<file path="src/rtl/ext_arbiter.sv">
// Shared 16->32 bit extension unit: two requesters, round-robin arbitration, one-entry output register.
// Optional feature: define EXT_BYTE_EN to enable the sign8/zero8 byte modes (10/11).
module ext_arbiter (
    input  logic        Clk,
    input  logic        Reset,
    input  logic        Req0,
    input  logic [15:0] In0,
    input  logic [1:0]  Mode0,
    output logic        Gnt0,
    input  logic        Req1,
    input  logic [15:0] In1,
    input  logic [1:0]  Mode1,
    output logic        Gnt1,
    output logic        OutValid,
    output logic [31:0] OutData,
    output logic        OutId,
    input  logic        OutReady
);

    logic        valid_q, valid_d;
    logic [31:0] data_q, data_d;
    logic        id_q, id_d;
    logic        last_q, last_d;

    logic        accept;
    logic        pick;
    logic [15:0] selIn;
    logic [1:0]  selMode;
    logic [31:0] extData;

    // On a tie the requester that did not win last time is chosen.
    always_comb begin
        pick = 1'b0;
        if (Req0 && Req1) begin
            pick = ~last_q;
        end else if (Req1) begin
            pick = 1'b1;
        end
        accept = (~valid_q | OutReady) & (Req0 | Req1);
        Gnt0   = Reset & accept & ~pick;
        Gnt1   = Reset & accept & pick;
    end

    always_comb begin
        selIn   = pick ? In1 : In0;
        selMode = pick ? Mode1 : Mode0;
        extData = {16'h0, selIn};
`ifdef EXT_BYTE_EN
        case (selMode)
            2'b00:   extData = {{16{selIn[15]}}, selIn};
            2'b01:   extData = {16'h0, selIn};
            2'b10:   extData = {{24{selIn[7]}}, selIn[7:0]};
            default: extData = {24'h0, selIn[7:0]};
        endcase
`else
        if (!selMode[0]) begin
            extData = {{16{selIn[15]}}, selIn};
        end
`endif
    end

`ifndef EXT_BYTE_EN
    // Without byte modes the upper mode bit carries no meaning.
    logic unused_modeHi;
    assign unused_modeHi = selMode[1];
`endif

    always_comb begin
        valid_d = valid_q;
        data_d  = data_q;
        id_d    = id_q;
        last_d  = last_q;
        if (accept) begin
            valid_d = 1'b1;
            data_d  = extData;
            id_d    = pick;
            last_d  = pick;
        end else if (valid_q && OutReady) begin
            valid_d = 1'b0;
        end
    end

    // Last resets to 1 so requester 0 wins the first tie.
    always_ff @(posedge Clk or negedge Reset) begin
        if (!Reset) begin
            valid_q <= 1'b0;
            data_q  <= 32'h0;
            id_q    <= 1'b0;
            last_q  <= 1'b1;
        end else begin
            valid_q <= valid_d;
            data_q  <= data_d;
            id_q    <= id_d;
            last_q  <= last_d;
        end
    end

    assign OutValid = valid_q;
    assign OutData  = data_q;
    assign OutId    = id_q;

endmodule

</file>
<file path="config.mk">
export PLATFORM = sky130hd
export DESIGN_NAME = ext_arbiter
export DESIGN_NICKNAME = d
export VERILOG_FILES = /design/src/rtl/ext_arbiter.sv
export SDC_FILE = /design/constraint.sdc
export NUM_CORES = 1
export LEC_CHECK = 0
export ABC_AREA = 0
export CORE_MARGIN = 2
export CORE_UTILIZATION = 40
export DETAILED_ROUTE_END_ITERATION = 6
export PLACE_DENSITY = 0.91
export SLEW_MARGIN = 10
export SYNTH_ARGS = -nofsm -noshare
export SYNTH_HDL_FRONTEND = slang
export SYNTH_SLANG_ARGS = --single-unit
</file>
<file path="constraint.sdc">
create_clock -name Clk -period 3.05 [get_ports Clk]
set_input_delay 0.915 -clock Clk [delete_from_list [all_inputs] [get_ports Clk]]
set_output_delay 0.915 -clock Clk [all_outputs]
set_load 0.05 [all_outputs]
</file>
======== Word level (Yosys, flattened, before mapping) ========
Index checks and enable logic that the tools add are counted.
word-level totals
  register bits after elaboration ......... 35
  input port bits ......................... 41
  output and inout bits ................... 36
  word-level logic and storage cells ...... 23
operators by class
  muxes and demuxes ....................... 7
  bitwise logic cells ..................... 9
  reductions and logical operators ........ 3
operators with widths
  cell                number
  2-to-1 mux 32 bit   1
  2-to-1 mux 16 bit   1
  2-to-1 mux 1 bit    5
  bitwise AND 1 bit   4
  NOT 1 bit           3
  logical AND 1 bit   2
  OR 1 bit            2
  nonzero test 2 bit  1

======== Depth between registers and ports, before layout ========
  word-level depth ........................ 5
  mapped depth ............................ 4
  mapped depth without buffers ............ 3

======== Least setup slack after synthesis ========
OpenSTA, ideal clock, no wires.
  path kind ............................... input-to-output
  start ................................... in OutReady
  end ..................................... out Gnt0
  arrival time ............................ 1.779 ns
  required time ........................... 2.135 ns
  slack ................................... 0.356 ns
  cell stages on the path ................. 4
  buffers on the path ..................... 1
  cell sequence ........................... inv_1 a21oi_2 buf_4 and3b_1
between the ends
  word-level cells in the longest chain between the ends .. 4
RTL lines
  element                          line  source
  start, declared                  17    input logic OutReady
  OR 1 bit                         39    accept = (~valid_q | OutReady) & (Req0 | Req1);
  bitwise AND 1 bit                39
  bitwise AND 1 bit (2 in series)  40    Gnt0 = Reset & accept & ~pick;
  end, declared                    9     output logic Gnt0,
Every way passes these cells.

======== Worst setup path in the final report ========
  start ................................... in Req1
  end ..................................... out Gnt0
between the ends
  word-level cells in the longest chain between the ends .. 4
  elaborated cells on any way between the ends .. 8
  classes of those cells .................. 2 x mux; 5 x bitwise; 1 x reduce/logical
RTL lines
  element                                                line    source
  start, declared                                        10      input logic Req1,
  OR 1 bit (tied with other cells)                       39
  bitwise AND 1 bit or 2-to-1 mux 1 bit (tied branches)  39, 34
  bitwise AND 1 bit or NOT 1 bit (tied branches)         40
  bitwise AND 1 bit *                                    40
Every way passes the cells marked *; elsewhere a longest branch is shown, timed or not.

==> out/results.tsv <==
stage	metric	value	unit
critical_path	worstSetupStartpointType	input pin	
pwr	total_leakage_power	0.8885	nW
pwr	internal-power	0.7193	mW
sta	skew	0.002023	ns
synth	synth_most_common_cell	mux2_4	
global_route	antenna_found_initial	0	
final_layout	fin_util	66.00	%
drt	viasPerCell	4.742	
die	initial_core_util	41.58	%
drt	dr.pass1.iters	4	
pwr	p_sw	0.4854	mW
synth	synth_ff_type	dfrtp_1	
pwr	pwr-share-seq	29.0	%
placed_design	place_hpwl	2.210	mm
clock_network	cts.sinks	20	
global_route	grt_start_max_net_pins	21	
critical_path	endpoint_kind	output port	
clock_network	htreeDepth	1	
critical_path	worst_ep_required_time	2.13	ns
sta	tns	0	ns
hold_path	holdCritPathClass	register to register	
die	dieArea	3584	um2
critical_path	reg2reg_slack	1.43	ns
sta	setup_viol	0	
die	die_w	59.87	um
clock_network	cts.clk_slew.worst_paths	0.11	ns
pwr	vdd_drop_max	0.0002290	V
placed_design	dpl_cell_area	1929	um2
critical_path	arrival	2.04	ns
critical_path	path_max_fanout	4	
global_route	grt_pass1_vias	924	
die	die_h	59.87	um
final_layout	area_growth	58.72	%
final_layout	final_cell_area	1982	um2
sta	rsz0062_at_grt	false	
drt	routedWlPerCell	15.62	um
synth	synth_edf_count	0	
run_status	outcome	finished clean	
sta	relSlewSlack	65.44	%
final_layout	antennaDiodeCount	0	
synth	synthTopCellsByCount	30 x mux2_4, 19 x dfrtp_1, 17 x buf_4	
synth	netlist.area_leader.share	38.08	%
clock_network	tritoncts	done	
placed_design	portBuffers	74	
clock_network	cts_buffer_depth	2	
clock_network	insertion_delay	0.30	ns
synth	syn_area	1249	um2
pwr	pwr_density_cell	607.8	nW/um2
synth	synth_area_per_cell	14.69	um2
sta	hold_viol_final	0	
synth	synth_area_leaders	dfrtp_1 38%, mux2_4 36%, buf_4 10%	
sta	fin_hold_ws	0.4995	ns
global_route	overflow	0	
die	row_count	20	
drt	drtIter0Drc	24	
sta	fmax	338.7	MHz
die	core	3003	um2
synth	synthDistinctLibCells	17	
placed_design	gp_congestion	0.7165	
synth	ys_seq_area_share	40.18	%
sta	post-route-min-period	2.953	ns
synth	ys_seq_elements	20	
clock_network	numCtsBuffers	3	
synth	async_flop_share	100.0	%
sta	drv_slew	0	
critical_path	worstSetupPathType	input pin to output port	
die	io_pins	77	
drt	final_antenna_net_count	0	
synth	yosys.area.top_type	dfrtp_1	
clock_network	cts.repair.resized	0	
sta	fin_crit_sh	96.81	%
flow_run	max-cap-violations	0	
synth	synth_fp_nets	126	
clock_network	ctsHoldBuffers	0	
synth	ys_warn_count	0	
drt	remaining_drc_errors	0	
clock_network	clockRootBuffer	clkbuf_4	
clock_network	cts_setup_buffers	0	
pwr	pwr-share-comb	53.1	%
final_layout	nets	191	
final_layout	drive_gt1_share	32.21	%
global_route	grt_first_pass_wirelength	4.264	mm
drt	num_vias	863	
pwr	p_sw_share	40.29	%
global_route	grt.total_usage	16.66	%
drt	wl	2.842	mm
synth	syn_inst	85	
sta	worst_pin_slew	0.5168	ns
pwr	p_clk_share	18.0	%
[routing by layer]
metal | GRT usage [%] | vias up | wire, um
met1 | 19.13 | 406 | 1141
met3 | 4.113 | 5 | 233
met2 | 28.42 | 47 | 1412
li1 | - | 405 | -
met4 | 8.571 | 0 | 55
met5 | 0 | - | 0
[cells by family (layout without fill, tap and decap cells)]
kind of cell | count (synthesis) | in the layout | synth area share, %
multiplexers | 36 | 36 | 41.38
AO/OA/AOI/OAI | 3 | 3 | 2.605
flip-flops | 20 | 20 | 40.18
buffers and inverters | 21 | 85 | 13.33
AND/OR/NAND/NOR | 5 | 5 | 2.505
[sequential cells by signal, indices dropped and copies added (netlist names)]
signal	flops
OutId	1
OutValid	1
OutData	17
last_q	1
[final timing paths]
check | cells past startpoint | to | start
worst max-delay path | 5 | Gnt0 | Req1
worst min-delay path | 1 | OutId$_DFFE_PN0P_ | OutId$_DFFE_PN0P_
worst max register to register | 4 | OutData[0]$_DFFE_PN0P_ | last_q$_DFFE_PN1P_
worst min register to register | 1 | OutId$_DFFE_PN0P_ | OutId$_DFFE_PN0P_
max in group asynchronous | 2 | last_q$_DFFE_PN1P_ | Reset
min in group asynchronous | 2 | OutData[30]$_DFFE_PN0P_ | Reset
[cells in the final DEF (no fill, tap or decap), types with 2 or more instances in the layout]
cell type        count
clkdlybuf4s50_1     72
mux2_4              30
dfrtp_1             19
buf_4                5
mux2_2               4
clkbuf_4             3
inv_1                2
nand2b_1             2
buf_12               2
[stage by stage]
| stage | total power [mW] | worst slack [ns] | std cells |
|---|---|---|---|
| CTS | 1.217 | 0.08199 | 182 |
| global placement | 0.9836 | 0.1118 | 178 |
| finish | 1.205 | 0.09737 | 182 |
| detailed placement | 0.9974 | 0.09661 | 178 |
| floorplan | 0.8090 | 0.3555 | 85 |
| global route | 1.256 | 0.03269 | 182 |
[worst max-delay path, stage by stage]
cell	delay [ns]
clkdlybuf4s50_1	0.49
nor2_1	0.07
a21oi_2	0.17
and3b_1	0.25
buf_12	0.15
[power groups by stage]
stage	clock [mW]	combinational, mW	sequential [mW]
2_1_floorplan	0	0.301	0.508
3_3_place_gp	0	0.634	0.350
6_report	0.216	0.639	0.349
5_1_grt	0.238	0.662	0.356
4_1_cts	0.222	0.644	0.350
3_5_place_dp	0	0.643	0.355
[area by class of cell]
type | instances | area (um2)
inverter | 2 | 7.507
timing repair buffer | 79 | 798.3
clock buffer | 3 | 22.52
sequential | 20 | 501.7
fill | 220 | 1021
multi-input combinational | 44 | 580.6
clock inverter | 1 | 30.03
tap | 33 | 41.29
(Power assumes the default switching activity.)
